===== config.mk =====
export PLATFORM = sky130hd
export DESIGN_NAME = cga_mac_ptsel_gen_flat
export DESIGN_NICKNAME = d
export VERILOG_FILES = /design/src/rtl/cga_mac_pkg.sv /design/src/rtl/cga_mac_ptsel_gen_if.sv /design/src/rtl/cga_mac_shadow_det.sv /design/src/rtl/cga_mac_ptsel_gen.sv /design/src/flat_wrapper.sv
export SDC_FILE = /design/constraint.sdc
export NUM_CORES = 1
export LEC_CHECK = 0
export ABC_AREA = 1
export CAP_MARGIN = 5
export CORE_MARGIN = 3
export CORE_UTILIZATION = 45
export DETAILED_ROUTE_END_ITERATION = 12
export GPL_TIMING_DRIVEN = 1
export PLACE_DENSITY = 0.76
export RECOVER_POWER = 25
export SETUP_SLACK_MARGIN = 0.4
export SLEW_MARGIN = 20
export SYNTH_ARGS = -nofsm -noshare
export SYNTH_HDL_FRONTEND = slang
export SYNTH_HIERARCHICAL = 1
export SYNTH_SLANG_ARGS = --single-unit

===== constraint.sdc =====
create_clock -name MCLK -period 1.3 [get_ports MCLK]
set_clock_uncertainty 0.15 [all_clocks]
set_input_delay 0.195 -clock MCLK [delete_from_list [all_inputs] [get_ports MCLK]]
set_output_delay 0.195 -clock MCLK [all_outputs]
set_load 0.02 [all_outputs]

===== src/rtl/cga_mac_pkg.sv =====
// Shared types for the CGA MAC address-path blocks: request FSM encoding and ring constants.
package cga_mac_pkg;

  typedef enum logic [1:0] {
    ST_IDLE  = 2'd0,
    ST_CAPT  = 2'd1,
    ST_DRIVE = 2'd2,
    ST_WAIT  = 2'd3
  } state_t;

  localparam logic [1:0] RING3 = 2'd3;

endpackage


===== src/rtl/cga_mac_ptsel_gen_if.sv =====
// Request/response bundle between the microcode request logic and the PT select generator.
interface cga_mac_ptsel_gen_if #(
  parameter int LA_W   = 16,
  parameter int NUM_PT = 4,
  parameter int PT_W   = 2,
  parameter int CNT_W  = 8
);
  logic              CSMREQ;
  logic [LA_W-1:0]   LA;
  logic [PT_W-1:0]   PCR_PT;
  logic [PT_W-1:0]   PCR_APT;
  logic [1:0]        PCR_RING;
  logic              SELPT;
  logic              EXM;
  logic              PONI;
  logic              PEX;
  logic              SEGZ;
  logic              CLR_CNT;
  logic              ACK;
  logic              BUSY;
  logic [NUM_PT-1:0] PT_SEL;
  logic              SHADOW;
  logic              LSHADOW;
  logic              PHYS;
  logic              PTERR;
  logic [CNT_W-1:0]  SHCNT;

  modport master (
    output CSMREQ, LA, PCR_PT, PCR_APT, PCR_RING, SELPT, EXM, PONI, PEX, SEGZ, CLR_CNT,
    input  ACK, BUSY, PT_SEL, SHADOW, LSHADOW, PHYS, PTERR, SHCNT
  );

  modport slave (
    input  CSMREQ, LA, PCR_PT, PCR_APT, PCR_RING, SELPT, EXM, PONI, PEX, SEGZ, CLR_CNT,
    output ACK, BUSY, PT_SEL, SHADOW, LSHADOW, PHYS, PTERR, SHCNT
  );
endinterface


===== src/rtl/cga_mac_shadow_det.sv =====
// Combinational shadow-window hit decode for a captured logical address and mode bits.
module cga_mac_shadow_det
  import cga_mac_pkg::*;
#(
  parameter int              LA_W         = 16,
  parameter logic [LA_W-1:0] SHADOW_MASK  = 16'hFE00,
  parameter logic [LA_W-1:0] SHADOW_MATCH = 16'hFE00
) (
  input  logic [LA_W-1:0] la,
  input  logic [1:0]      ring,
  input  logic            poni,
  input  logic            pex,
  input  logic            segz,
  output logic            hit
);

  logic win_hit, mode_ok;

  assign win_hit = (la & SHADOW_MASK) == SHADOW_MATCH;
  // Shadow is reachable from ring 3, with paging off, or in PEX; PEX additionally needs segment zero.
  assign mode_ok = ((ring == RING3) || !poni || pex) && (!pex || segz);
  assign hit     = win_hit && mode_ok;

endmodule


===== src/rtl/cga_mac_ptsel_gen.sv =====
// Page-table / shadow-window selector: captures a CPU request, decodes it, and returns a registered
// one-hot PT select with a one-cycle ACK, plus a saturating shadow-hit counter.
module cga_mac_ptsel_gen
  import cga_mac_pkg::*;
#(
  parameter int              LA_W         = 16,
  parameter int              NUM_PT       = 4,
  parameter int              PT_W         = 2,
  parameter logic [LA_W-1:0] SHADOW_MASK  = 16'hFE00,
  parameter logic [LA_W-1:0] SHADOW_MATCH = 16'hFE00,
  parameter int              EXM_PT       = 0,
  parameter int              CNT_W        = 8
) (
  input logic                 MCLK,
  input logic                 RESET,
  cga_mac_ptsel_gen_if.slave  bus
);

  state_t state;

  logic [LA_W-1:0]   c_la;
  logic [PT_W-1:0]   c_pt, c_apt;
  logic [1:0]        c_ring;
  logic              c_selpt, c_exm, c_poni, c_pex, c_segz;

  logic              dec_shadow, dec_phys, dec_pterr;
  logic [NUM_PT-1:0] dec_sel;

  logic              d_shadow, d_phys, d_pterr, hit;
  logic [NUM_PT-1:0] d_sel;
  logic [PT_W-1:0]   idx;

  cga_mac_shadow_det #(
    .LA_W         (LA_W),
    .SHADOW_MASK  (SHADOW_MASK),
    .SHADOW_MATCH (SHADOW_MATCH)
  ) u_shadow_det (
    .la   (c_la),
    .ring (c_ring),
    .poni (c_poni),
    .pex  (c_pex),
    .segz (c_segz),
    .hit  (hit)
  );

  // Priority: shadow, then paging off, then PT index range check.
  always_comb begin
    d_shadow = 1'b0;
    d_phys   = 1'b0;
    d_pterr  = 1'b0;
    d_sel    = '0;
    idx      = c_exm ? PT_W'(EXM_PT) : (c_selpt ? c_apt : c_pt);
    if (hit)                       d_shadow = 1'b1;
    else if (!c_poni)              d_phys   = 1'b1;
    else if (int'(idx) >= NUM_PT)  d_pterr  = 1'b1;
    else                           d_sel    = NUM_PT'(1) << idx;
  end

  assign bus.BUSY = (state != ST_IDLE);

  always_ff @(posedge MCLK) begin
    if (RESET) begin
      state       <= ST_IDLE;
      c_la        <= '0;
      c_pt        <= '0;
      c_apt       <= '0;
      c_ring      <= '0;
      c_selpt     <= 1'b0;
      c_exm       <= 1'b0;
      c_poni      <= 1'b0;
      c_pex       <= 1'b0;
      c_segz      <= 1'b0;
      dec_shadow  <= 1'b0;
      dec_phys    <= 1'b0;
      dec_pterr   <= 1'b0;
      dec_sel     <= '0;
      bus.ACK     <= 1'b0;
      bus.PT_SEL  <= '0;
      bus.SHADOW  <= 1'b0;
      bus.LSHADOW <= 1'b0;
      bus.PHYS    <= 1'b0;
      bus.PTERR   <= 1'b0;
      bus.SHCNT   <= '0;
    end else begin
      bus.ACK <= 1'b0;
      case (state)
        ST_IDLE: if (bus.CSMREQ) begin
          c_la    <= bus.LA;
          c_pt    <= bus.PCR_PT;
          c_apt   <= bus.PCR_APT;
          c_ring  <= bus.PCR_RING;
          c_selpt <= bus.SELPT;
          c_exm   <= bus.EXM;
          c_poni  <= bus.PONI;
          c_pex   <= bus.PEX;
          c_segz  <= bus.SEGZ;
          state   <= ST_CAPT;
        end
        ST_CAPT: begin
          dec_shadow <= d_shadow;
          dec_phys   <= d_phys;
          dec_pterr  <= d_pterr;
          dec_sel    <= d_sel;
          state      <= ST_DRIVE;
        end
        ST_DRIVE: begin
          bus.ACK     <= 1'b1;
          bus.PT_SEL  <= dec_sel;
          bus.SHADOW  <= dec_shadow;
          bus.PHYS    <= dec_phys;
          bus.PTERR   <= dec_pterr;
          bus.LSHADOW <= bus.SHADOW;
          state       <= bus.CSMREQ ? ST_WAIT : ST_IDLE;
        end
        ST_WAIT: if (!bus.CSMREQ) state <= ST_IDLE;
        default: state <= ST_IDLE;
      endcase

      // Clear takes precedence over a same-cycle hit.
      if (bus.CLR_CNT)
        bus.SHCNT <= '0;
      else if (state == ST_DRIVE && dec_shadow && bus.SHCNT != {CNT_W{1'b1}})
        bus.SHCNT <= bus.SHCNT + 1'b1;
    end
  end

endmodule


===== src/flat_wrapper.sv =====
// flat-port wrapper written by rule: the top's interface ports become plain ports
module cga_mac_ptsel_gen_flat import cga_mac_pkg::*;
#(
  parameter int              LA_W         = 16,
  parameter int              NUM_PT       = 4,
  parameter int              PT_W         = 2,
  parameter logic [LA_W-1:0] SHADOW_MASK  = 16'hFE00,
  parameter logic [LA_W-1:0] SHADOW_MATCH = 16'hFE00,
  parameter int              EXM_PT       = 0,
  parameter int              CNT_W        = 8
)
  (MCLK, RESET, bus_CSMREQ, bus_LA, bus_PCR_PT, bus_PCR_APT, bus_PCR_RING, bus_SELPT, bus_EXM, bus_PONI, bus_PEX, bus_SEGZ, bus_CLR_CNT, bus_ACK, bus_BUSY, bus_PT_SEL, bus_SHADOW, bus_LSHADOW, bus_PHYS, bus_PTERR, bus_SHCNT);
  cga_mac_ptsel_gen_if #(.LA_W(LA_W), .NUM_PT(NUM_PT), .PT_W(PT_W), .CNT_W(CNT_W)) bus_i ();
  input logic MCLK;
  input logic RESET;
  input wire logic [$bits(bus_i.CSMREQ)-1:0] bus_CSMREQ;
  input wire logic [$bits(bus_i.LA)-1:0] bus_LA;
  input wire logic [$bits(bus_i.PCR_PT)-1:0] bus_PCR_PT;
  input wire logic [$bits(bus_i.PCR_APT)-1:0] bus_PCR_APT;
  input wire logic [$bits(bus_i.PCR_RING)-1:0] bus_PCR_RING;
  input wire logic [$bits(bus_i.SELPT)-1:0] bus_SELPT;
  input wire logic [$bits(bus_i.EXM)-1:0] bus_EXM;
  input wire logic [$bits(bus_i.PONI)-1:0] bus_PONI;
  input wire logic [$bits(bus_i.PEX)-1:0] bus_PEX;
  input wire logic [$bits(bus_i.SEGZ)-1:0] bus_SEGZ;
  input wire logic [$bits(bus_i.CLR_CNT)-1:0] bus_CLR_CNT;
  output wire logic [$bits(bus_i.ACK)-1:0] bus_ACK;
  output wire logic [$bits(bus_i.BUSY)-1:0] bus_BUSY;
  output wire logic [$bits(bus_i.PT_SEL)-1:0] bus_PT_SEL;
  output wire logic [$bits(bus_i.SHADOW)-1:0] bus_SHADOW;
  output wire logic [$bits(bus_i.LSHADOW)-1:0] bus_LSHADOW;
  output wire logic [$bits(bus_i.PHYS)-1:0] bus_PHYS;
  output wire logic [$bits(bus_i.PTERR)-1:0] bus_PTERR;
  output wire logic [$bits(bus_i.SHCNT)-1:0] bus_SHCNT;
  assign bus_i.CSMREQ = bus_CSMREQ;
  assign bus_i.LA = bus_LA;
  assign bus_i.PCR_PT = bus_PCR_PT;
  assign bus_i.PCR_APT = bus_PCR_APT;
  assign bus_i.PCR_RING = bus_PCR_RING;
  assign bus_i.SELPT = bus_SELPT;
  assign bus_i.EXM = bus_EXM;
  assign bus_i.PONI = bus_PONI;
  assign bus_i.PEX = bus_PEX;
  assign bus_i.SEGZ = bus_SEGZ;
  assign bus_i.CLR_CNT = bus_CLR_CNT;
  assign bus_ACK = bus_i.ACK;
  assign bus_BUSY = bus_i.BUSY;
  assign bus_PT_SEL = bus_i.PT_SEL;
  assign bus_SHADOW = bus_i.SHADOW;
  assign bus_LSHADOW = bus_i.LSHADOW;
  assign bus_PHYS = bus_i.PHYS;
  assign bus_PTERR = bus_i.PTERR;
  assign bus_SHCNT = bus_i.SHCNT;
  cga_mac_ptsel_gen #(.LA_W(LA_W), .NUM_PT(NUM_PT), .PT_W(PT_W), .SHADOW_MASK(SHADOW_MASK), .SHADOW_MATCH(SHADOW_MATCH), .EXM_PT(EXM_PT), .CNT_W(CNT_W)) u_core (.MCLK(MCLK), .RESET(RESET), .bus(bus_i));
endmodule

After elaboration in Yosys (flattened, before gate mapping)
Cells that the tools add are included.

word-level totals
  flip-flop bits (word level) = 51
  bits of input ports = 31
  output and inout port bits = 18
  logic and storage cells = 55

cells by class
  $add $sub $neg = 1
  equal/unequal tests = 8
  shift-type cells = 1
  muxes and demuxes = 12
  reduce and logical (&&, ||, !) cells = 14

operators by type and width
  operator                                              number
  2-to-1 mux 2 bit                                      5
  adder 8 x 1 -> 8 bit (second input constant)          1
  2-to-1 mux 4 bit                                      2
  != test 8 bit (second input constant)                 1
  one-hot mux 2 bit (4 select lines)                    1
  equality test 7 bit (second input constant)           1
  equality test 2 bit (second input constant)           3
  logical AND 1 bit                                     4
  2-to-1 mux 1 bit                                      4
  != test 2 bit (second input constant)                 2
  AND reduction 2 bit                                   2
  << shifter 1 x 2 -> 4 bit (first input constant)      1
  logical OR 1 bit                                      3
  equality test 2 x 1 -> 1 bit (second input constant)  1
  zero test 1 bit                                       2
  zero test 2 bit                                       1
  nonzero test 2 bit                                    1
  OR reduction 2 bit                                    1

Depth between registers and ports, before layout
Gate-level depths: netlist of run 1.

  word-level depth = 6
  gate-level depth with buffers = 8
  depth with buffers taken out = 8

Cells and area by module
Netlist of run 1, hierarchy kept.

modules (own cells, without submodules)
  module              times used  cells an instance  area an instance (µm²)  seq. area each (µm²)
  cga_mac_ptsel_gen   1           271                2018.2                  1021.0
  cga_mac_shadow_det  1           14                 53.8                    0.0

Worst setup path after synthesis of run 1
OpenSTA, ideal clock, no wires.

  kind = flip-flop to flip-flop
  start point = register u_core.bus.SHCNT[1]
  end point = register u_core.bus.SHCNT[1]
  library setup time = 0.116 ns
  data arrival time = 1.271 ns
  required time = 1.034 ns
  path slack = -0.237 ns
  cell stages (with the launch flop) = 9
  path buffers = 0
  period minus slack after synthesis = 1.537 ns
  path through = dfxtp_1 -> ha_1 -> nand2_1 -> nor2_1 -> nand2_1 -> nand2_4 -> inv_4 -> nor2_1 -> nor2_1

on the way
  cells in the longest elaborated chain, start to end = 2
  elaborated cells on any way between the ends = 3
  those cells by class = add/sub: 1; eq/ne: 1; reduce/logical: 1

RTL lines
  element                                                                       line                        text
  start: declaration                                                            cga_mac_ptsel_gen_if.sv:35  output ACK, BUSY, PT_SEL, SHADOW, LSHADOW, PHYS, PTERR, SHCNT
  start signal: assignment                                                      cga_mac_ptsel_gen.sv:123    bus.SHCNT <= bus.SHCNT + 1'b1;
  parallel branches: the longest is 2 deep, another holds adder 8 x 1 -> 8 bit  --

Several ways; the timed one is not identified.
A chain may end at the register's enable or synchronous reset.

Worst setup path in the final report of run 1
  start point = register u_core.bus.SHCNT[1]
  end point = register u_core.bus.SHCNT[7]

Same word-level chain as after synthesis.

==> summary.log, run 1 <==
[sta] time the final worst path needs with I/O delays and setup 1.367 ns
[floorplanning] initial cell density of the core 47.53%
[routing] per-cell via count in the routed design 4.986
[floorplanning] number of placed I/O pins 49
[hold_path] worst hold path cell count 3
[routing] average wire per cell in the routed design 12.76 um
[placed_design] dpl cell area 2412 um^2
[routing] Max Used Layer met4
[routing] wire length on met3 192 um
[cells_and_area] post-layout instance area 2988 um^2
[sta] setup repair after global routing missed its margin true
[placed_design] routability congestion estimate from global placement 0.8236
[floorplanning] total die area 4744 um^2
[worst_setup_path] flop2flop setup slack -0.07 ns
[sta] max-slew violations 0
[worst_setup_path] startpoint type of the worst setup path flop
[grt] maximum number of pins on one net before global-route repair 19
[placed_design] HPWL after detailed placement 2703 um
[floorplanning] die width 68.88 um
[grt] number of global-route vias before repair 1625
[power] highest ir drop seen on vdd 0.0007243 V
[worst_setup_path] worst endpoint required time 1.34 ns
[clocking] Sink Count 42
[job] # Max-Cap Violations 0
[worst_setup_path] category of the critical setup timing path flop to flop
[power] standby leakage power 0.001201 uW
[outcome] failing checks negative setup slack
[worst_setup_path] arrival time of data at the critical path endpoint 1.40 ns
[placed_design] count of input and output buffers 38
[grt] Tot GR Track Use 19.98%
[cells_and_area] final core utilization 79.81%
[outcome] run status complete, but fails checks
[worst_setup_path] RR Startpoint u_core/bus.SHCNT[1]
[grt] GR Overflow Total 0
[sta] # setup viols final 15
[routing] routed length on met1 1972 um
[grt] number of antenna violations at the first check in global routing 0
[hold_path] class of the worst hold path primary input to flop
[floorplanning] core outline area 3744 um^2
[worst_setup_path] Critical Path, Cell by Cell ha_4 -> nand2_4 -> nor2_4 -> nand2_4 -> nand2_4 -> inv_4 -> nand2_1 -> a21oi_1
[cells_and_area] leading cell types in the layout, fill and taps excluded 53 x nor2_1, 27 x buf_6, 27 x nand2_1
[clocking] clock latency of the later-clocked register in the worst-skew pair 0.30 ns
[cells_and_area] count of nets after finishing 350
[floorplanning] Site Rows 22
[routing] Via Count 1830
[worst_setup_path] Worst Reg-to-Reg Cells 8
[worst_setup_path] crit end category flop
[hold_path] hold endpoint u_core/state[0]
[worst_setup_path] Max stage delay cell, worst path dfxtp_4
[clocking] total number of H-tree levels 2
[sta] worst path setup slack after routing -0.06723 ns
[clocking] cell chosen for the clock root clkbuf_8
[worst_setup_path] library cell appearing most often on the critical path nand2_4
[worst_setup_path] sum of buffers and inverters on the critical path 1
[logic_synthesis] Mapped Avg Cell Area 7.145 um^2
[worst_setup_path] delay of the slowest critical-path stage 0.39 ns
[sta] Final Hold Vio Count 0
[routing] detailed route wirelength on metal2 2432 um
[routing] Post-route DRC 0
[floorplanning] die span in y 68.88 um
[routing] first-pass detailed-route iteration total 4
[clocking] CTS tree done
[clocking] CTS max path bufs 2
[worst_setup_path] worst reg2reg path endpoint u_core/bus.SHCNT[7]
[grt] wire length of the first global-routing pass 6969 um
[worst_setup_path] CP delay by family, top simple AND/OR/NAND/NOR gates
[logic_synthesis] Net Count, Synth 281
[cells_and_area] most common library cell in the layout ignoring fill and taps nor2_1
[power] total power density per cell area 961.7 nW/um^2
[cells_and_area] relative area change from synthesis to final layout 67.93%
[logic_synthesis] gate count of the mapped netlist 249
[clocking] clock-pin slew on the worst setup and hold paths 0.08 ns
[clocking] number of buffers inserted during clock tree synthesis 5
[routing] total wire length after detailed routing 4684 um
[hold_path] Hold Path Origin bus_CSMREQ
[logic_synthesis] Post-Syn Area 1779 um^2
[cells_and_area] antenna fix cells 0
[routing] number of antenna-violating nets in the routed design 0
[cells_and_area] layout cells sized above 1 46.71%
[routing] number of DRC markers in iteration 0 103
[sta] crit share post-route 105.2%
[logic_synthesis] Yosys Warn Count 6
[worst_setup_path] largest fanout on the critical path 7
[sta] f_max 731.4 MHz
[layer usage]
layer	up-vias	GRT usage, %
met2	44	34.17
met1	855	23.00
li1	923	-
met3	8	5.673
met5	-	0
met4	0	9.002
[flip-flops by register name, indices dropped and copies added, names as in the netlist, 2 cells and up]
register	cells
u_core/bus.SHCNT	8
u_core/state	2
u_core/c_pt	2
u_core/c_la	7
u_core/dec_sel	4
u_core/bus.PT_SEL	4
u_core/c_ring	2
u_core/c_apt	2
[repair_timing]
item,4_1_cts,5_1_grt
hold buffers,0,0
endpoints found under the hold margin,0,0
setup buffers,5,5
endpoints found under the setup margin,59,59
pin swaps,13,25
resized for setup,149,62
cloned,2,1
[where the power goes]
group          total (uW)  internal (uW)  switching [uW]
Clock                 836            379             458
Sequential           1420           1360            57.9
Combinational         616            312             303
Total                2870           2050             819
[final cells by class]
class / instances / area [um^2]
Clock buffer: 6 / 72.57
Clock inverter: 2 / 13.76
Fill cell: 249 / 755.7
Inverter: 24 / 107.6
Multi-Input combinational cell: 173 / 1072
Sequential cell: 42 / 877.1
Tap cell: 48 / 60.06
Timing Repair Buffer: 72 / 784.5
[worst min-delay path: cells and delay by family]
family | cells | cell delay, ns
buf+inv | 2 | 0.41
simple gates | 1 | 0.05
[metrics by stage]
| step | hold WS [ns] | instances | setup WS, ns | setup TNS (ns) | power [uW] |
|---|---|---|---|---|---|
| global placement | 0.2995 | 346 | -0.1325 | -3.282 | 1842 |
| floorplan | 0.1751 | 249 | -0.009289 | -0.02100 | 1685 |
| detailed placement | 0.3028 | 346 | -0.1354 | -3.298 | 1854 |
| global route | 0.2437 | 367 | -0.1721 | -2.119 | 3024 |
| finish | 0.2314 | 367 | -0.06723 | -0.4477 | 2873 |
| CTS | 0.2348 | 361 | -0.01925 | -0.09282 | 2776 |
[worst max-delay path by stage]
stage	from	slack [ns]	to	cells past startpoint
final	u_core/bus.SHCNT[1]	-0.07	u_core/bus.SHCNT[7]	8
after global routing	u_core/c_la[13]	-0.17	u_core/dec_sel[0]	7
after CTS	u_core/bus.SHCNT[1]	-0.02	u_core/bus.SHCNT[1]	8
after detailed placement	bus_CSMREQ	-0.14	u_core/c_pex	5
after global placement	bus_CSMREQ	-0.13	u_core/c_la[10]	5
after floorplan	u_core/bus.SHCNT[1]	-0.009	u_core/bus.SHCNT[1]	8
Power figures use the tool's default switching activity.
==> run 2, diff against run 1 <==
--- a/config.mk
+++ b/config.mk
@@ -8,14 +8,13 @@
 export ABC_AREA = 1
 export CAP_MARGIN = 5
 export CORE_MARGIN = 3
-export CORE_UTILIZATION = 45
+export CORE_UTILIZATION = 42
 export DETAILED_ROUTE_END_ITERATION = 12
 export GPL_TIMING_DRIVEN = 1
-export PLACE_DENSITY = 0.76
+export PLACE_DENSITY = 0.75
 export RECOVER_POWER = 25
-export SETUP_SLACK_MARGIN = 0.4
+export SETUP_SLACK_MARGIN = 0.2
 export SLEW_MARGIN = 20
 export SYNTH_ARGS = -nofsm -noshare
 export SYNTH_HDL_FRONTEND = slang
-export SYNTH_HIERARCHICAL = 1
 export SYNTH_SLANG_ARGS = --single-unit
==> run 2 against run 1 <==
Net effect: the flow still finishes with violations (negative setup slack); area after synthesis shrank 2.7%; global-route usage shrank 2.4 points; non-clock buffer count grew 4; power grew 1.5%; setup slack lost 0.025 ns; worst hold slack lost 0.034 ns; clock power grew 3.9%; clock-buffer cell count grew 1; utilization shrank 1.3 points; flip-flop and latch count is the same; cell area grew 0.50%; final cell count grew 0.54%; critical path type unchanged; largest power group unchanged; highest routed layer unchanged.
==> summary.log, run 2 <==
[outcome] run status complete, but fails checks
[outcome] failing checks negative setup slack
[logic_synthesis] Top FF cell, synth dfxtp_1
[routing] total wire length after detailed routing 5240 um [+12%]
[cells_and_area] count of nets after finishing 352 [+0.57%]
[clocking] Post-CTS Hold Buffers 0 [unchanged]
[clocking] clock latency of the later-clocked register in the worst-skew pair 0.30 ns [about the same]
[sta] Hold WS 0.1973 ns [-0.03408 ns]
[worst_setup_path] worst endpoint required time 1.34 ns [about the same]
[cells_and_area] leading registers by flop count u_core.bus.SHCNT (8), u_core.c_la (7)
[cells_and_area] antenna fix cells 0 [unchanged]
[floorplanning] Site Rows 22 [unchanged]
[grt] wire length of the first global-routing pass 6996 um [+0.39%]
[sta] setup repair after global routing missed its margin true
[sta] max-slew violations 0 [unchanged]
[placed_design] count of input and output buffers 38 [unchanged]
[logic_synthesis] number of distinct library cells after synthesis 21
[cells_and_area] leading cell types in the layout, fill and taps excluded 43 x nor2_1, 34 x nand2_1, 26 x o21ai_2
[routing] Post-route DRC 0 [unchanged]
[job] # Max-Cap Violations 0 [unchanged]
[sta] worst path setup slack after routing -0.09174 ns [-0.02452 ns]
[grt] GR Overflow Total 0 [unchanged]
[routing] number of antenna-violating nets in the routed design 0 [unchanged]
[grt] number of antenna violations at the first check in global routing 0 [unchanged]
[floorplanning] die width 70.19 um [+1.9%]
[placed_design] routability congestion estimate from global placement 0.8310 [+0.90%]
[worst_setup_path] startpoint type of the worst setup path flop
[clocking] clock-pin slew on the worst setup and hold paths 0.08 ns [about the same]
[logic_synthesis] Yosys Warn Count 0 [-6]
[cells_and_area] relative area change from synthesis to final layout 73.54%
[logic_synthesis] share of the synthesized area in compound gates (AO/OA/AOI/OAI) 15.11%
[clocking] cell chosen for the clock root clkbuf_8
[cells_and_area] fill count 229 [-8.0%]
[routing] first-pass detailed-route iteration total 4 [unchanged]
[placed_design] pre-CTS setup slack -0.1813 ns [-0.04593 ns]
[cells_and_area] post-layout instance area 3003 um^2 [+0.50%]
[worst_setup_path] Critical Path, Cell by Cell buf_6 -> nor2_4 -> buf_6 -> buf_6 -> buf_6 -> buf_8 -> nor2_4 -> nor2_2
[logic_synthesis] sequential area share after synthesis 48.59%
[routing] average wire per cell in the routed design 14.20 um [+11%]
[routing] Via Count 1881 [+2.8%]
[logic_synthesis] Net Count, Synth 274 [-2.5%]
[logic_synthesis] library cell occupying the most area in the post-synthesis netlist dfxtp_1
[clocking] number of buffers inserted during clock tree synthesis 5 [unchanged]
[power] standby leakage power 0.001230 uW [+2.4%]
[cells_and_area] Final Instance Count excl. Fillers 369 [+0.54%]
[routing] number of DRC markers in iteration 0 113 [+9.7%]
[grt] number of global-route vias before repair 1669 [+2.7%]
[worst_setup_path] largest fanout on the critical path 6 [-1]
[hold_path] class of the worst hold path primary input to flop
[grt] maximum number of pins on one net before global-route repair 26 [+7]
[clocking] CTS max path bufs 2 [unchanged]
[placed_design] dpl cells 340 [-1.7%]
[floorplanning] initial cell density of the core 45.23% [-2.3 points]
[floorplanning] number of placed I/O pins 49 [unchanged]
[floorplanning] core outline area 3826 um^2 [+2.2%]
[sta] Final Hold Vio Count 0 [unchanged]
[worst_setup_path] crit end category flop
[clocking] CTS tree done
[worst_setup_path] arrival time of data at the critical path endpoint 1.43 ns [+0.03 ns]
[logic_synthesis] multiplexer fraction of the synthesized cell area 0%
[cells_and_area] most common library cell in the layout ignoring fill and taps nor2_1
[worst_setup_path] category of the critical setup timing path flop to flop
[routing] per-cell via count in the routed design 5.098 [+2.2%]
[logic_synthesis] cell types with the largest area share after synthesis dfxtp_1 49%, nor2_1 13%, nand2_1 8.9%
[grt] Tot GR Track Use 17.61% [-2.4 points]
[sta] f_max 718.5 MHz [-1.8%]
[power] total power density per cell area 971.7 nW/um^2 [+1.0%]
[floorplanning] die span in y 70.19 um [+1.9%]
[sta] time the final worst path needs with I/O delays and setup 1.392 ns [+0.02452 ns]
[cells_and_area] largest register by flop count u_core.bus.SHCNT
[logic_synthesis] post-synth top area share 48.59%
[logic_synthesis] Synth top cells by count 58 x nor2_1, 42 x dfxtp_1, 41 x nand2_1, 29 x o21ai_0, 21 x inv_1
[placed_design] dpl cell area 2370 um^2 [-1.8%]
[logic_synthesis] Post-Syn Area 1730 um^2 [-2.7%]
[worst_setup_path] library cell appearing most often on the critical path buf_6
[sta] crit share post-route 107.1% [+1.9 points]
[logic_synthesis] Synth Area in Adders 0.7231%
[power] highest ir drop seen on vdd 0.0007030 V [-2.9%]
[cells_and_area] layout cells sized above 1 49.53% [+2.8 points]
[logic_synthesis] combinational family with the most area after synthesis simple AND/OR/NAND/NOR gates
[logic_synthesis] number of flops mapped to enable cells by yosys 0
[logic_synthesis] cell with the most instances after synthesis nor2_1
[placed_design] HPWL after detailed placement 2614 um [-3.3%]
[worst_setup_path] delay of the slowest critical-path stage 0.37 ns [-0.02 ns]
[logic_synthesis] Synth Area in Simple Gates 28.13%
[clocking] total number of H-tree levels 2 [unchanged]
[logic_synthesis] fraction of synthesized cell area in xor and xnor cells 0.5061%
[floorplanning] total die area 4926 um^2 [+3.8%]
[cells_and_area] flip-flop count of the largest register after layout 8 [unchanged]
[logic_synthesis] number of storage elements in the synthesis netlist 42
[clocking] Sink Count 42 [unchanged]
[sta] # setup viols final 24 [+9]
[worst_setup_path] Max stage delay cell, worst path dfxtp_4
[logic_synthesis] gate count of the mapped netlist 242 [-2.8%]
[logic_synthesis] share of synthesized registers carrying an async set or reset 0%
[logic_synthesis] Mapped Avg Cell Area 7.150 um^2 [about the same]
[run 2: through the flow]
stage                     setup TNS [ns]  util [%]  power [uW]
after floorplan                  -0.2194         -        1662
after detailed placement          -3.736     61.94        1842
after global routing              -2.508     78.48        3035
after CTS                       -0.07633     72.56        2818
after global placement            -3.348     61.94        1833
final                            -0.9017     78.48        2918
[run 2: what timing repair did]
item | 4_1_cts | 5_1_grt
gates cloned | 4 | 1
resized for setup | 181 | 40
setup buffers | 5 | 11
endpoints found under the setup margin | 56 | 58
pin swaps | 21 | 14
[run 2: area by class of cell]
| cell class | count | area [um^2] | share of cell area [%] |
|---|---|---|---|
| timing repair inverter | 1 | 7.507 | 0.2500 |
| multi-input combinational | 172 | 1089 | 36.25 |
| clock buffer | 7 | 86.33 | 2.875 |
| clock inverter | 1 | 5.005 | 0.1667 |
| sequential | 42 | 877.1 | 29.21 |
| timing repair buffer | 76 | 789.5 | 26.29 |
| inverter | 22 | 88.84 | 2.958 |
| tap | 48 | 60.06 | 2.000 |
[run 2: path summary, 6_finish.rpt]
path | cells after the start | end | start | slack (ns)
max | 8 | u_core.bus.LSHADOW | u_core.state[0] | -0.09
min | 3 | u_core.bus.SHADOW | RESET | 0.20
max reg2reg | 8 | u_core.bus.LSHADOW | u_core.state[0] | -0.09
min reg2reg | 2 | u_core.c_segz | u_core.c_segz | 0.32
[run 2: worst max-delay path, delay by kind of cell, from the launching register on]
family | cells | cell delay, ns
AND/OR/NAND/NOR | 3 | 0.18
flip-flops | 1 | 0.37
buffers and inverters | 5 | 0.57
[run 2: kinds of logic after synthesis]
kind of cell,Yosys count
AOI/OAI and AO/OA,49
DFF,42
xor gates and xnor gates,1
adders and majority gates,1
and+or+nand+nor,119
other,1
buffers and inverters,29
[run 2: power by group]
| part | internal [uW] | leakage [uW] | switching (uW) |
|---|---|---|---|
| sequential | 1360 | 0.000353 | 58.0 |
| clock | 428 | 0.0000482 | 441 |
| combinational | 309 | 0.000828 | 325 |
[run 2: layer usage]
layer	track usage (%)	part of all wire, %
met4	6.596	1.6
met1	19.35	39
met5	0	0
met2	32.11	55
met3	4.604	4.6
